**config.mk**
```make
export PLATFORM = sky130hd
export DESIGN_NAME = tm1638_keys_flat
export DESIGN_NICKNAME = d
export VERILOG_FILES = /design/src/rtl/tm1638_keys_if.sv /design/src/rtl/tm1638_keys.sv /design/src/flat_wrapper.sv
export SDC_FILE = /design/constraint.sdc
export NUM_CORES = 1
export LEC_CHECK = 0
export ABC_CLOCK_PERIOD_IN_PS = 3900
export CAP_MARGIN = 10
export CORE_ASPECT_RATIO = 1.2
export CORE_MARGIN = 5
export CORE_UTILIZATION = 30
export DETAILED_ROUTE_END_ITERATION = 10
export GPL_TIMING_DRIVEN = 0
export PLACE_DENSITY = 0.57
export SYNTH_ARGS = -nofsm -noshare
export SYNTH_HDL_FRONTEND = slang
export SYNTH_SLANG_ARGS = --single-unit
```
**constraint.sdc**
```tcl
create_clock -name i_Clk -period 3.9 [get_ports i_Clk]
set_input_delay 1.17 -clock i_Clk [delete_from_list [all_inputs] [get_ports i_Clk]]
set_output_delay 1.17 -clock i_Clk [all_outputs]
set_load 0.02 [all_outputs]
```
**src/rtl/tm1638_keys_if.sv**
```systemverilog
// Scan-frame input and key-event handshake between the TM1638 spi reader,
// the key-scan block and the application logic.
interface tm1638_keys_if;
    logic        i_Data_Valid;
    logic [63:0] i_Data;
    logic [7:0]  o_Keys;
    logic        o_Event_Valid;
    logic        i_Event_Ready;
    logic [2:0]  o_Event_Key;
    logic        o_Event_Press;
    logic        o_Overflow;

    modport master (
        output i_Data_Valid, i_Data, i_Event_Ready,
        input  o_Keys, o_Event_Valid, o_Event_Key, o_Event_Press, o_Overflow
    );

    modport slave (
        input  i_Data_Valid, i_Data, i_Event_Ready,
        output o_Keys, o_Event_Valid, o_Event_Key, o_Event_Press, o_Overflow
    );
endinterface

```
**src/rtl/tm1638_keys.sv**
```systemverilog
// TM1638 key-scan consumer: maps 8 keys from a scan frame, debounces them and
// queues press/release events in a first-word-fall-through FIFO.
module tm1638_keys #(
    parameter int unsigned DEBOUNCE_SCANS = 3,
    parameter int unsigned FIFO_DEPTH     = 4
) (
    input logic           i_Clk,
    input logic           i_Rst_n,
    tm1638_keys_if.slave  bus
);
    localparam int unsigned AW  = $clog2(FIFO_DEPTH);
    localparam logic [4:0]  DEB = 5'(DEBOUNCE_SCANS);

    logic [7:0]    mapped;
    logic [7:0]    raw;
    logic          scan;
    logic [7:0]    keys;
    logic [7:0]    keys_next;
    logic [3:0]    cnt      [8];
    logic [3:0]    cnt_next [8];
    logic [7:0]    change;
    logic [7:0]    pend;
    logic [7:0]    dir;
    logic [7:0]    clr;
    logic [2:0]    sel;
    logic          found;
    logic          push;
    logic          pop;
    logic          full;
    logic          empty;
    logic          overflow;
    logic [AW:0]   wptr;
    logic [AW:0]   rptr;
    logic [3:0]    mem [FIFO_DEPTH];
    logic [3:0]    head;

    // Key b sits at bit 0 of byte b, key b+4 at bit 4 of byte b
    always_comb begin
        mapped = '0;
        for (int unsigned b = 0; b < 4; b++) begin
            mapped[b]     = bus.i_Data[8*b];
            mapped[b + 4] = bus.i_Data[8*b + 4];
        end
    end

    always_comb begin
        keys_next = keys;
        change    = '0;
        for (int unsigned k = 0; k < 8; k++) begin
            cnt_next[k] = cnt[k];
            if (scan) begin
                if (raw[k] == keys[k]) begin
                    cnt_next[k] = '0;
                end else if (({1'b0, cnt[k]} + 5'd1) == DEB) begin
                    keys_next[k] = raw[k];
                    cnt_next[k]  = '0;
                    change[k]    = 1'b1;
                end else begin
                    cnt_next[k] = cnt[k] + 4'd1;
                end
            end
        end
    end

    assign empty = (wptr == rptr);
    assign full  = (wptr[AW] != rptr[AW]) && (wptr[AW-1:0] == rptr[AW-1:0]);
    assign pop   = !empty && bus.i_Event_Ready;

    // Lowest pending key drains first; fullness is judged before this cycle's pop
    always_comb begin
        sel   = '0;
        found = 1'b0;
        for (int unsigned k = 0; k < 8; k++) begin
            if (pend[k] && !found) begin
                sel   = 3'(k);
                found = 1'b1;
            end
        end
        push = found && !full;
        clr  = push ? (8'b1 << sel) : '0;
    end

    always_ff @(posedge i_Clk or negedge i_Rst_n) begin
        if (!i_Rst_n) begin
            raw      <= '0;
            scan     <= 1'b0;
            keys     <= '0;
            pend     <= '0;
            dir      <= '0;
            overflow <= 1'b0;
            wptr     <= '0;
            rptr     <= '0;
            for (int unsigned k = 0; k < 8; k++) cnt[k] <= '0;
            for (int unsigned i = 0; i < FIFO_DEPTH; i++) mem[i] <= '0;
        end else begin
            scan <= bus.i_Data_Valid;
            if (bus.i_Data_Valid) raw <= mapped;
            keys <= keys_next;
            for (int unsigned k = 0; k < 8; k++) begin
                cnt[k] <= cnt_next[k];
                if (change[k]) dir[k] <= keys_next[k];
            end
            // A new change re-arms a key even if it is being drained this cycle
            pend <= (pend & ~clr) | change;
            if (|(change & pend)) overflow <= 1'b1;
            if (push) begin
                mem[wptr[AW-1:0]] <= {sel, dir[sel]};
                wptr              <= wptr + 1'b1;
            end
            if (pop) rptr <= rptr + 1'b1;
        end
    end

    assign head              = mem[rptr[AW-1:0]];
    assign bus.o_Keys        = keys;
    assign bus.o_Event_Valid = !empty;
    assign bus.o_Event_Key   = empty ? 3'b000 : head[3:1];
    assign bus.o_Event_Press = empty ? 1'b0 : head[0];
    assign bus.o_Overflow    = overflow;
endmodule

```
**src/flat_wrapper.sv**
```systemverilog
// flat-port wrapper written by rule: the top's interface ports become plain ports
module tm1638_keys_flat 
#(
    parameter int unsigned DEBOUNCE_SCANS = 3,
    parameter int unsigned FIFO_DEPTH     = 4
)
  (i_Clk, i_Rst_n, bus_i_Data_Valid, bus_i_Data, bus_i_Event_Ready, bus_o_Keys, bus_o_Event_Valid, bus_o_Event_Key, bus_o_Event_Press, bus_o_Overflow);
  tm1638_keys_if bus_i ();
  input logic i_Clk;
  input logic i_Rst_n;
  input wire logic [$bits(bus_i.i_Data_Valid)-1:0] bus_i_Data_Valid;
  input wire logic [$bits(bus_i.i_Data)-1:0] bus_i_Data;
  input wire logic [$bits(bus_i.i_Event_Ready)-1:0] bus_i_Event_Ready;
  output wire logic [$bits(bus_i.o_Keys)-1:0] bus_o_Keys;
  output wire logic [$bits(bus_i.o_Event_Valid)-1:0] bus_o_Event_Valid;
  output wire logic [$bits(bus_i.o_Event_Key)-1:0] bus_o_Event_Key;
  output wire logic [$bits(bus_i.o_Event_Press)-1:0] bus_o_Event_Press;
  output wire logic [$bits(bus_i.o_Overflow)-1:0] bus_o_Overflow;
  assign bus_i.i_Data_Valid = bus_i_Data_Valid;
  assign bus_i.i_Data = bus_i_Data;
  assign bus_i.i_Event_Ready = bus_i_Event_Ready;
  assign bus_o_Keys = bus_i.o_Keys;
  assign bus_o_Event_Valid = bus_i.o_Event_Valid;
  assign bus_o_Event_Key = bus_i.o_Event_Key;
  assign bus_o_Event_Press = bus_i.o_Event_Press;
  assign bus_o_Overflow = bus_i.o_Overflow;
  tm1638_keys #(.DEBOUNCE_SCANS(DEBOUNCE_SCANS), .FIFO_DEPTH(FIFO_DEPTH)) u_core (.i_Clk(i_Clk), .i_Rst_n(i_Rst_n), .bus(bus_i));
endmodule
```
* Word level (Yosys, flattened, before mapping)
Cells that the tools add are included.
** Word-level totals
- Bits in registers :: 88
- Word-level logic and storage cells :: 186
** Operators by class
- Add/subtract/negate cells :: 18
- Reduce and logical (&&, ||, !) cells :: 21
- Magnitude comparators :: 4
- Equality and inequality tests :: 19
- Shift operators :: 1
- Bitwise gates (word level) :: 6
- Multiplexer cells :: 90
** Operators with widths (number)
- $mux W4 :: 19
- $mux W1 :: 59
- $add A4 B1 Y5 const B :: 8
- $eq A5 B2 Y1 const B :: 8
- $add A4 B1 Y4 const B :: 8
- $and A8 B8 Y8 :: 2
- $bwmux W16 :: 1
- $mux W3 :: 5
- $logic_and A1 B1 Y1 :: 11
- $logic_not A1 Y1 :: 9
- $bmux W4 S2 :: 1
- $demux W4 S2 :: 1
- $eq A1 B1 Y1 :: 8
- $mux W8 :: 1
- $not A8 Y8 :: 1
- $or A8 B8 Y8 :: 1
- $reduce_or A8 Y1 :: 1
- $shl A1 B3 Y8 const A :: 1
- $add A3 B1 Y3 const B :: 2
- $ge A3 B3 Y1 const B :: 2
- $not A2 Y3 :: 2
- $lt A3 B4 Y1 const B :: 1
- $mux W2 :: 2
- $bmux W1 S3 :: 1
- 4 further kinds :: 4

* Longest topological paths before layout
Gate-level depths: netlist (run 1).
- Depth in word-level cells :: 27
- Depth in mapped cells :: 6
- Mapped depth without buffers :: 6

* Worst setup path after synthesis (run 1)
No wires, ideal clock.
- Kind :: register to output
- From :: register u_core.rptr[0]
- To :: output bus_o_Event_Key[0]
- Stages on the path, launching flop included :: 5
- Arrival time :: 1.314 ns
- Setup slack :: 1.416 ns
- Data required time :: 2.730 ns
- Cell sequence :: dfrtp_1 buf_2 xnor2_1 nand3b_1 and2_1
** On the way
- Cells in the longest elaborated chain, start to end :: 5
** RTL lines
- from (decl) :: RTL line tm1638_keys.sv:33 : logic [AW:0] rptr;
- from (signal assigned) :: RTL line tm1638_keys.sv:110 : if (pop) rptr <= rptr + 1'b1;
- $not A2 Y3 (implied by the code) :: RTL line tm1638_keys.sv:114 : assign head = mem[rptr[AW-1:0]];
- $bmux W4 S2 :: RTL line tm1638_keys.sv:114
- $mux W4 (implied by the code) (2 in series) :: RTL line tm1638_keys.sv:114
- $mux W3 (*) :: RTL line tm1638_keys.sv:117 : assign bus.o_Event_Key = empty ? 3'b000 : head[3:1];
- to (decl) :: RTL line flat_wrapper.sv:16 : output wire logic [$bits(bus_i.o_Event_Key)-1:0] bus_o_Event_Key;
Every way passes the cells marked *; elsewhere a longest branch is shown, timed or not. The select of a mux whose other input is x is not followed.

* Final worst setup path (run 1)
- From :: register u_core.rptr[0]
- To :: output bus_o_Event_Press
** On the way
- Cells in the longest elaborated chain, start to end :: 5
** RTL lines
- $not A2 Y3 (implied by the code) :: RTL line tm1638_keys.sv:114
- $bmux W4 S2 :: RTL line tm1638_keys.sv:114
- $mux W4 (implied by the code) (2 in series) :: RTL line tm1638_keys.sv:114
- $mux W1 (*) :: RTL line tm1638_keys.sv:118 : assign bus.o_Event_Press = empty ? 1'b0 : head[0];
- to (decl) :: RTL line flat_wrapper.sv:17 : output wire logic [$bits(bus_i.o_Event_Press)-1:0] bus_o_Event_Press;
Marks and branches as above.

==> impl_results.html, run 1 <==
<table>
<tr><th>Metric</th><th>Value</th></tr>
<tr><th colspan="2">Power and ir drop</th></tr>
<tr><td>Standby leakage power</td><td>2.39 nW</td></tr>
<tr><td>Max VDD drop</td><td>0.332 mV</td></tr>
<tr><td>Cell Pwr Density</td><td>820 mW/mm^2</td></tr>
<tr><th colspan="2">Global routing</th></tr>
<tr><td>Global-route wire length before repair</td><td>19100 microns</td></tr>
<tr><td>GRT Overall Usage</td><td>12.9%</td></tr>
<tr><td>Initial antenna violation count</td><td>0</td></tr>
<tr><td>Via count of the first global-routing pass</td><td>3717</td></tr>
<tr><td>Global route total overflow</td><td>0</td></tr>
<tr><td>Largest net degree at the start of global routing</td><td>50</td></tr>
<tr><th colspan="2">Worst setup path</th></tr>
<tr><td>Worst r2r dst</td><td>u_core.cnt[10]</td></tr>
<tr><td>Worst reg-to-reg setup slack</td><td>1.57 ns</td></tr>
<tr><td>Chain of cells forming the critical path</td><td>buf_2 &gt; mux4_2 &gt; and2_1 &gt; clkdlybuf4s50_1</td></tr>
<tr><td>Kind of cell adding the most delay to the critical path</td><td>buffers and inverters</td></tr>
<tr><td>Worst R2R Start</td><td>u_core.scan</td></tr>
<tr><td>Critical path destination</td><td>bus_o_Event_Press</td></tr>
<tr><td>Start point of the critical path</td><td>u_core.rptr[0]</td></tr>
<tr><td>CP Capture Type</td><td>output port</td></tr>
<tr><td>Depth of the most critical reg-to-reg path</td><td>6</td></tr>
<tr><td>Buffering stage count on the worst path with inverters included</td><td>2</td></tr>
<tr><td>Arrival time at the worst endpoint</td><td>2.16 ns</td></tr>
<tr><td>CP max stage cell</td><td>sky130_fd_sc_hd__mux4_2</td></tr>
<tr><td>Crit-path max FO</td><td>6</td></tr>
<tr><td>Total number of cells along the worst setup path</td><td>4</td></tr>
<tr><td>CP max stage delay</td><td>0.53 ns</td></tr>
<tr><td>Critical Setup Path Class</td><td>reg -&gt; out</td></tr>
<tr><td>Data required time of the critical path</td><td>2.73 ns</td></tr>
<tr><td>Crit start category</td><td>register</td></tr>
<tr><th colspan="2">Timing</th></tr>
<tr><td>Unrepaired setup endpoints after global routing</td><td>false</td></tr>
<tr><td>Final clock period utilization by the worst path</td><td>85.4%</td></tr>
<tr><td>Slew @ Worst Pin</td><td>0.772 ns</td></tr>
<tr><td>Maximum frequency from static timing analysis</td><td>300 MHz</td></tr>
<tr><td>Fin Hold WS</td><td>0.478 ns</td></tr>
<tr><td>Worst Slack Setup Final</td><td>0.571 ns</td></tr>
<tr><td>Final Hold Vio Count</td><td>0</td></tr>
<tr><td>Post-route minimum period</td><td>3.33 ns</td></tr>
<tr><td>Final setup violating endpoints</td><td>0</td></tr>
<tr><td>Slew Viols, Final</td><td>0</td></tr>
<tr><td>Rel. slew slack</td><td>48.5%</td></tr>
<tr><td>Worst setup skew after layout</td><td>0.00851 ns</td></tr>
<tr><th colspan="2">Synth</th></tr>
<tr><td>Post-synth design cell area</td><td>0.00472 sq mm</td></tr>
<tr><td>Number of nets in the synthesized netlist</td><td>557</td></tr>
<tr><td>Register area share after synthesis</td><td>46.7%</td></tr>
<tr><td>Ys flop type</td><td>sky130_fd_sc_hd__dfrtp_1</td></tr>
<tr><td>Share of async-settable or async-resettable flops after synthesis</td><td>100%</td></tr>
<tr><td>Mean Syn Cell Area</td><td>10.1 sq um</td></tr>
<tr><td>Yosys warning total</td><td>0</td></tr>
<tr><td>Synth unique cells</td><td>57</td></tr>
<tr><td>Instance count of the mapped netlist</td><td>468</td></tr>
<tr><td>Post-synth EDFFs</td><td>0</td></tr>
<tr><td>Seq cells post-synth</td><td>88</td></tr>
<tr><th colspan="2">Placed design</th></tr>
<tr><td>Post-placement worst setup slack</td><td>0.909 ns</td></tr>
<tr><td>Port Buffer Count</td><td>25</td></tr>
<tr><td>Placed cell count</td><td>702</td></tr>
<tr><td>DP Wirelength</td><td>8310 microns</td></tr>
<tr><td>Routability cong.</td><td>0.845</td></tr>
<tr><th colspan="2">Die</th></tr>
<tr><td>Die Footprint</td><td>0.0184 sq mm</td></tr>
<tr><td>Horizontal die dimension</td><td>125 microns</td></tr>
<tr><td>Top Ports</td><td>82</td></tr>
<tr><td>Die H</td><td>147 microns</td></tr>
<tr><td>Number of rows in the core area</td><td>50</td></tr>
<tr><td>Starting Density</td><td>30.4%</td></tr>
<tr><td>Placeable core region</td><td>0.0155 sq mm</td></tr>
<tr><th colspan="2">Routing</th></tr>
<tr><td>Post-route met1 wirelength</td><td>5200 microns</td></tr>
<tr><td>Detailed route wirelength on metal3</td><td>372 microns</td></tr>
<tr><td>Via count of the routed design</td><td>3647</td></tr>
<tr><td>Iteration count of the initial detailed-routing pass</td><td>4</td></tr>
<tr><td>Drt via density</td><td>5.08</td></tr>
<tr><td>DRC</td><td>0</td></tr>
<tr><td>Routed wire length on met2</td><td>5550 microns</td></tr>
<tr><td>Max Used Layer</td><td>met4</td></tr>
<tr><td>DRT Wirelength</td><td>11300 microns</td></tr>
<tr><td>Detail Route Antenna Nets</td><td>0</td></tr>
<tr><td>Initial DRC count</td><td>159</td></tr>
<tr><td>Average detailed-routed wire length per instance</td><td>15.8 microns</td></tr>
<tr><th colspan="2">Clock tree</th></tr>
<tr><td>H-tree level count</td><td>3</td></tr>
<tr><td>CTS tree</td><td>yes</td></tr>
<tr><td>Clock Pin Slew Worst Setup and Hold Paths</td><td>0.06 ns</td></tr>
<tr><td>Count of buffers added by post-CTS timing repair for setup</td><td>0</td></tr>
<tr><td>Resized Gates After CTS</td><td>0</td></tr>
<tr><td>CTS hold repair buffers</td><td>0</td></tr>
<tr><td>CTS sink count</td><td>88</td></tr>
<tr><td>Number of CTS-inserted buffers</td><td>9</td></tr>
<tr><td>Latest clock arrival within the worst-skew pair</td><td>0.35 ns</td></tr>
<tr><td>Clock buffer depth</td><td>2</td></tr>
<tr><td>Root cell of the clock tree</td><td>sky130_fd_sc_hd__clkbuf_16</td></tr>
<tr><th colspan="2">Final layout</th></tr>
<tr><td>Antenna diodes</td><td>0</td></tr>
<tr><td>Finished Layout Cells</td><td>718</td></tr>
<tr><td>Proportion of layout cells with a drive suffix above 1</td><td>12.2%</td></tr>
<tr><td>Layout Nets</td><td>594</td></tr>
<tr><td>Area added between synthesis and finish</td><td>17.7%</td></tr>
<tr><th colspan="2">Job</th></tr>
<tr><td>Max-capacitance violation count</td><td>0</td></tr>
<tr><th colspan="2">Min path</th></tr>
<tr><td>Type of the worst min-delay path</td><td>reg -&gt; reg</td></tr>
<tr><th colspan="2">Outcome</th></tr>
<tr><td>Result of the run</td><td>complete, no violations</td></tr>
</table>
## metrics by stage
| stage | power, mW | instance area, sq um | util (%) | TNS (ns) |
|---|---|---|---|---|
| 6_report | 4.55 | 5550 | 35.8 | 0 |
| 2_1_floorplan | 3.02 | 4720 | - | 0 |
| 4_1_cts | 4.60 | 5550 | 35.8 | 0 |
| 5_1_grt | 4.92 | 5550 | 35.8 | 0 |
| 3_3_place_gp | 3.62 | 5230 | 33.7 | -145.04 |
| 3_5_place_dp | 3.70 | 5260 | 33.9 | 0 |
## how the worst min path moves through the flow
| stage | from | depth (start not counted) | endpoint | slack, ns |
|---|---|---|---|---|
| after global routing | u_core.mem[3] | 1 | u_core.mem[3] | 0.51 |
| after global placement | u_core.mem[8] | 2 | u_core.mem[8] | 0.45 |
| after floorplan | u_core.mem[4] | 2 | u_core.mem[4] | 0.44 |
| final | u_core.mem[8] | 2 | u_core.mem[8] | 0.48 |
| after detailed placement | u_core.mem[8] | 2 | u_core.mem[8] | 0.47 |
| after CTS | u_core.mem[8] | 2 | u_core.mem[8] | 0.49 |
## final cells by class
class                      instances  area [sq um]
buffer                            12          55.1
clock buffer                      11           243
clock inverter                     5          56.3
fill                            1609          9960
inverter                          22          82.6
multi-input combinational        346          2380
sequential                        88          2200
tap                              208           260
timing repair buffer              26           275
## tightest hold or removal path, stage by stage, from the launching register on
cell	delay, ns
sky130_fd_sc_hd__dfrtp_1	0.34
sky130_fd_sc_hd__nand2_1	0.05
sky130_fd_sc_hd__o31ai_1	0.06
## registers in the layout, indices dropped and copies added, names as in the netlist
name and cells:
u_core.scan 1, u_core.bus.o_Overflow 1, u_core.pend 8, u_core.dir 8
u_core.bus.o_Keys 8, u_core.cnt 32, u_core.raw 8, u_core.wptr 3
u_core.mem 16, u_core.rptr 3
## power breakdown
| part | internal (mW) | switching, mW |
|---|---|---|
| Combinational | 0.974 | 1.16 |
| Sequential | 1.22 | 0.319 |
| Clock | 0.513 | 0.360 |
| Total | 2.71 | 1.84 |
## synthesized netlist by cell type, types with 4 or more instances
cell type / number / area share [%]
sky130_fd_sc_hd__a21oi_1: 15 / 1.6
sky130_fd_sc_hd__dfrtp_1: 88 / 47
sky130_fd_sc_hd__xnor2_1: 10 / 1.9
sky130_fd_sc_hd__ha_1: 21 / 5.6
sky130_fd_sc_hd__a21boi_0: 6 / 0.95
sky130_fd_sc_hd__nand2_1: 64 / 5.1
sky130_fd_sc_hd__a31oi_1: 5 / 0.66
sky130_fd_sc_hd__xor2_1: 6 / 1.1
sky130_fd_sc_hd__o21ai_0: 48 / 5.1
sky130_fd_sc_hd__nand2b_1: 4 / 0.53
sky130_fd_sc_hd__nand3b_1: 4 / 0.64
sky130_fd_sc_hd__a21o_1: 5 / 0.80
sky130_fd_sc_hd__nand3_1: 16 / 1.7
sky130_fd_sc_hd__inv_1: 22 / 1.7
sky130_fd_sc_hd__and2_1: 7 / 0.93
sky130_fd_sc_hd__nor2_1: 20 / 1.6
sky130_fd_sc_hd__and3_1: 6 / 0.80
sky130_fd_sc_hd__clkbuf_1: 7 / 0.56
sky130_fd_sc_hd__mux4_2: 4 / 1.9
sky130_fd_sc_hd__nor4_1: 6 / 0.80
sky130_fd_sc_hd__o31ai_1: 12 / 1.9
sky130_fd_sc_hd__nor2b_1: 6 / 0.80
sky130_fd_sc_hd__o22ai_1: 4 / 0.53
sky130_fd_sc_hd__nand4_1: 4 / 0.53
sky130_fd_sc_hd__mux2_2: 31 / 7.4
## cells in the final DEF (no fill, tap or decap), drive strengths merged, types with 5 or more instances in the layout
| cell | instances |
|---|---|
| nand2 | 65 |
| o21ai | 49 |
| clkbuf | 18 |
| nor2b | 6 |
| a21oi | 15 |
| ha | 21 |
| clkdlybuf4s50 | 24 |
| mux2 | 31 |
| a21boi | 6 |
| and2 | 7 |
| xor2 | 6 |
| buf | 7 |
| nor2 | 20 |
| and3 | 6 |
| inv | 22 |
| o31ai | 12 |
| nand3 | 16 |
| dfrtp | 88 |
| xnor2 | 10 |
| nor4 | 6 |
| a21o | 5 |
| a31oi | 5 |
## metal layers
layer / up-vias / track usage, %
met2: 58 / 21.2
met3: 14 / 3.04
met5: - / 0
met4: 0 / 6.09
li1: 1766 / -
met1: 1809 / 16.1
## kinds of logic (layout without fill, tap and decap cells)
family	Yosys count	after routing	synth area share, %
adders and majority gates	21	21	5.57
AOI/OAI and AO/OA	116	116	15.4
muxes	38	38	9.94
xor gates and xnor gates	16	16	2.97
and+or+nand+nor	155	155	16.6
DFF	88	88	46.7
buffers and inverters	34	76	2.92
No activity file was read; power rests on OpenSTA's default activity.
==> run 2, diff against run 1 <==
--- a/config.mk
+++ b/config.mk
@@ -5,6 +5,7 @@
 export SDC_FILE = /design/constraint.sdc
 export NUM_CORES = 1
 export LEC_CHECK = 0
+export ABC_AREA = 0
 export ABC_CLOCK_PERIOD_IN_PS = 3900
 export CAP_MARGIN = 10
 export CORE_ASPECT_RATIO = 1.2
==> results of run 2 <==
No change in the layout: final DEF, timing and power equal those of run 1.
==> run 3, diff against run 2 <==
--- a/config.mk
+++ b/config.mk
@@ -5,10 +5,8 @@
 export SDC_FILE = /design/constraint.sdc
 export NUM_CORES = 1
 export LEC_CHECK = 0
-export ABC_AREA = 0
 export ABC_CLOCK_PERIOD_IN_PS = 3900
 export CAP_MARGIN = 10
-export CORE_ASPECT_RATIO = 1.2
 export CORE_MARGIN = 5
 export CORE_UTILIZATION = 30
 export DETAILED_ROUTE_END_ITERATION = 10
==> impl_results.html, run 3 (synthesis results as in run 1) <==
<table>
<tr><th>Metric</th><th>Value</th></tr>
<tr><th colspan="2">Final layout</th></tr>
<tr><td>Area occupied by multi-input gates</td><td>0.00238 sq mm</td></tr>
<tr><td>Number of flip-flops in the largest register</td><td>32</td></tr>
<tr><td>Area of all sequential standard cells</td><td>0.00220 sq mm</td></tr>
<tr><td>Leading cell types in the layout, fill and taps excluded</td><td>sky130_fd_sc_hd__dfrtp_1 (88), sky130_fd_sc_hd__nand2_1 (64), sky130_fd_sc_hd__o21ai_0 (48)</td></tr>
<tr><td>Final-layout fill cell count</td><td>1575</td></tr>
<tr><td>Fin area</td><td>0.00556 sq mm</td></tr>
<tr><td>Area added between synthesis and finish</td><td>17.9%</td></tr>
<tr><td>Layout Nets</td><td>594</td></tr>
<tr><td>Proportion of layout cells with a drive suffix above 1</td><td>12.4%</td></tr>
<tr><td>Antenna diodes</td><td>0</td></tr>
<tr><td>Largest register by flop count</td><td>u_core.cnt</td></tr>
<tr><td>Most common cell after layout, fill and taps aside</td><td>sky130_fd_sc_hd__dfrtp_1</td></tr>
<tr><td>Biggest regs</td><td>u_core.cnt (32), u_core.mem (16)</td></tr>
<tr><td>Finished Layout Cells</td><td>721</td></tr>
<tr><th colspan="2">Routing</th></tr>
<tr><td>Drt via density</td><td>5.13</td></tr>
<tr><td>DRC</td><td>0</td></tr>
<tr><td>DRT Wirelength</td><td>11700 microns</td></tr>
<tr><td>Initial DRC count</td><td>223</td></tr>
<tr><td>Via count of the routed design</td><td>3698</td></tr>
<tr><td>Detail Route Antenna Nets</td><td>0</td></tr>
<tr><td>Average detailed-routed wire length per instance</td><td>16.2 microns</td></tr>
<tr><td>Iteration count of the initial detailed-routing pass</td><td>4</td></tr>
<tr><th colspan="2">Min path</th></tr>
<tr><td>Type of the worst min-delay path</td><td>reg -&gt; reg</td></tr>
<tr><td>Launch instance of the worst min-delay path</td><td>u_core.mem[4]</td></tr>
<tr><td>Worst hold path stage count</td><td>2</td></tr>
<tr><td>Hold EP</td><td>u_core.mem[4]</td></tr>
<tr><th colspan="2">Job</th></tr>
<tr><td>Max-capacitance violation count</td><td>0</td></tr>
<tr><th colspan="2">Clock tree</th></tr>
<tr><td>Root cell of the clock tree</td><td>sky130_fd_sc_hd__clkbuf_16</td></tr>
<tr><td>Count of buffers added by post-CTS timing repair for setup</td><td>0</td></tr>
<tr><td>Clock buffer depth</td><td>2</td></tr>
<tr><td>H-tree level count</td><td>3</td></tr>
<tr><td>Number of CTS-inserted buffers</td><td>9</td></tr>
<tr><td>Latest clock arrival within the worst-skew pair</td><td>0.35 ns</td></tr>
<tr><td>CTS hold repair buffers</td><td>0</td></tr>
<tr><td>Resized Gates After CTS</td><td>0</td></tr>
<tr><td>Clock Pin Slew Worst Setup and Hold Paths</td><td>0.06 ns</td></tr>
<tr><td>CTS sink count</td><td>88</td></tr>
<tr><td>CTS tree</td><td>yes</td></tr>
<tr><th colspan="2">Global routing</th></tr>
<tr><td>GRT Overall Usage</td><td>13.4%</td></tr>
<tr><td>Global route total overflow</td><td>0</td></tr>
<tr><td>Largest net degree at the start of global routing</td><td>47</td></tr>
<tr><td>Via count of the first global-routing pass</td><td>3693</td></tr>
<tr><td>Global-route wire length before repair</td><td>19300 microns</td></tr>
<tr><td>Initial antenna violation count</td><td>0</td></tr>
<tr><th colspan="2">Worst setup path</th></tr>
<tr><td>Data required time of the critical path</td><td>2.73 ns</td></tr>
<tr><td>Worst reg-to-reg setup slack</td><td>1.42 ns</td></tr>
<tr><td>Worst r2r dst</td><td>u_core.mem[2]</td></tr>
<tr><td>Worst R2R Start</td><td>u_core.pend[4]</td></tr>
<tr><td>Arrival time at the worst endpoint</td><td>2.17 ns</td></tr>
<tr><td>Critical Setup Path Class</td><td>reg -&gt; out</td></tr>
<tr><td>CP max stage delay</td><td>0.54 ns</td></tr>
<tr><td>Depth of the most critical reg-to-reg path</td><td>5</td></tr>
<tr><td>Crit-path max FO</td><td>6</td></tr>
<tr><td>CP max stage cell</td><td>sky130_fd_sc_hd__clkdlybuf4s50_1</td></tr>
<tr><td>Buffering stage count on the worst path with inverters included</td><td>2</td></tr>
<tr><td>Crit start category</td><td>register</td></tr>
<tr><td>CP Capture Type</td><td>output port</td></tr>
<tr><td>Kind of cell adding the most delay to the critical path</td><td>buffers and inverters</td></tr>
<tr><td>Chain of cells forming the critical path</td><td>buf_2 &gt; mux4_2 &gt; and2_1 &gt; clkdlybuf4s50_1</td></tr>
<tr><th colspan="2">Timing</th></tr>
<tr><td>Worst Slack Setup Final</td><td>0.559 ns</td></tr>
<tr><td>Post-route minimum period</td><td>3.34 ns</td></tr>
<tr><td>Rel. slew slack</td><td>43.8%</td></tr>
<tr><td>Final clock period utilization by the worst path</td><td>85.7%</td></tr>
<tr><td>Unrepaired setup endpoints after global routing</td><td>false</td></tr>
<tr><td>Worst setup skew after layout</td><td>0.00570 ns</td></tr>
<tr><td>Final setup violating endpoints</td><td>0</td></tr>
<tr><td>Slew @ Worst Pin</td><td>0.842 ns</td></tr>
<tr><td>Maximum frequency from static timing analysis</td><td>299 MHz</td></tr>
<tr><td>Slew Viols, Final</td><td>0</td></tr>
<tr><td>Final Hold Vio Count</td><td>0</td></tr>
<tr><th colspan="2">Power and ir drop</th></tr>
<tr><td>Standby leakage power</td><td>2.40 nW</td></tr>
<tr><td>Max VDD drop</td><td>0.348 mV</td></tr>
<tr><td>Cell Pwr Density</td><td>823 mW/mm^2</td></tr>
<tr><td>Overall power consumption</td><td>4.58 mW</td></tr>
<tr><th colspan="2">Placed design</th></tr>
<tr><td>DP Wirelength</td><td>8390 microns</td></tr>
<tr><td>Placed cell count</td><td>705</td></tr>
<tr><td>Post-placement worst setup slack</td><td>0.896 ns</td></tr>
<tr><td>Routability cong.</td><td>0.870</td></tr>
<tr><td>Placed cell areas</td><td>0.00526 sq mm</td></tr>
<tr><td>Port Buffer Count</td><td>25</td></tr>
<tr><th colspan="2">Die</th></tr>
<tr><td>Die H</td><td>135 microns</td></tr>
<tr><td>Placeable core region</td><td>0.0153 sq mm</td></tr>
<tr><td>Horizontal die dimension</td><td>135 microns</td></tr>
<tr><td>Number of rows in the core area</td><td>45</td></tr>
<tr><td>Die Footprint</td><td>0.0183 sq mm</td></tr>
<tr><td>Top Ports</td><td>82</td></tr>
<tr><td>Starting Density</td><td>30.8%</td></tr>
<tr><th colspan="2">Outcome</th></tr>
<tr><td>Result of the run</td><td>complete, no violations</td></tr>
</table>
run 3: worst max-delay path by stage:
stage | from | end | slack, ns | cells past startpoint
after floorplan | u_core.rptr[0] | bus_o_Event_Key[0] | 1.42 | 4
after global placement | i_Rst_n | u_core.bus.o_Keys[6] | -1.64 | 1
after detailed placement | u_core.rptr[0] | bus_o_Event_Key[0] | 0.90 | 4
after CTS | u_core.rptr[0] | bus_o_Event_Key[0] | 0.51 | 4
after global routing | u_core.rptr[0] | bus_o_Event_Key[0] | 0.45 | 5
final | u_core.rptr[0] | bus_o_Event_Key[0] | 0.56 | 4
run 3: routing by layer:
| metal | track usage [%] | vias up | part of all wire (%) |
|---|---|---|---|
| li1 | - | 1764 | - |
| met1 | 17.9 | 1842 | 47 |
| met2 | 21.0 | 73 | 47 |
| met3 | 3.45 | 19 | 4.0 |
| met4 | 5.10 | 0 | 2.0 |
| met5 | 0 | - | 0 |
run 3: tightest hold or removal path, stage by stage, from the launching register on:
cell	delay, ns
sky130_fd_sc_hd__dfrtp_1	0.34
sky130_fd_sc_hd__nand2_1	0.05
sky130_fd_sc_hd__o31ai_1	0.05
run 3: where the power goes:
| part | internal (mW) | total [mW] | switching (mW) |
|---|---|---|---|
| Clock | 0.517 | 0.869 | 0.352 |
| Combinational | 0.975 | 2.17 | 1.19 |
| Sequential | 1.23 | 1.54 | 0.319 |
| Total | 2.72 | 4.58 | 1.86 |
run 3: stage by stage:
| stage | utilization (%) | hold WS, ns | setup TNS [ns] |
|---|---|---|---|
| after floorplan | - | 0.443 | 0 |
| after global placement | 34.2 | 0.455 | -143.36 |
| after detailed placement | 34.3 | 0.465 | 0 |
| after CTS | 36.3 | 0.478 | 0 |
| after global routing | 36.3 | 0.500 | 0 |
| final | 36.3 | 0.475 | 0 |
run 3: area by class of cell:
cell class	instances	share of cell area, %
Buffer	12	0.990
Clock buffer	14	5.29
Clock inverter	2	0.180
Inverter	22	1.48
Multi-Input combinational cell	346	42.8
Sequential cell	88	39.6
Tap cell	211	4.75
Timing Repair Buffer	26	4.95
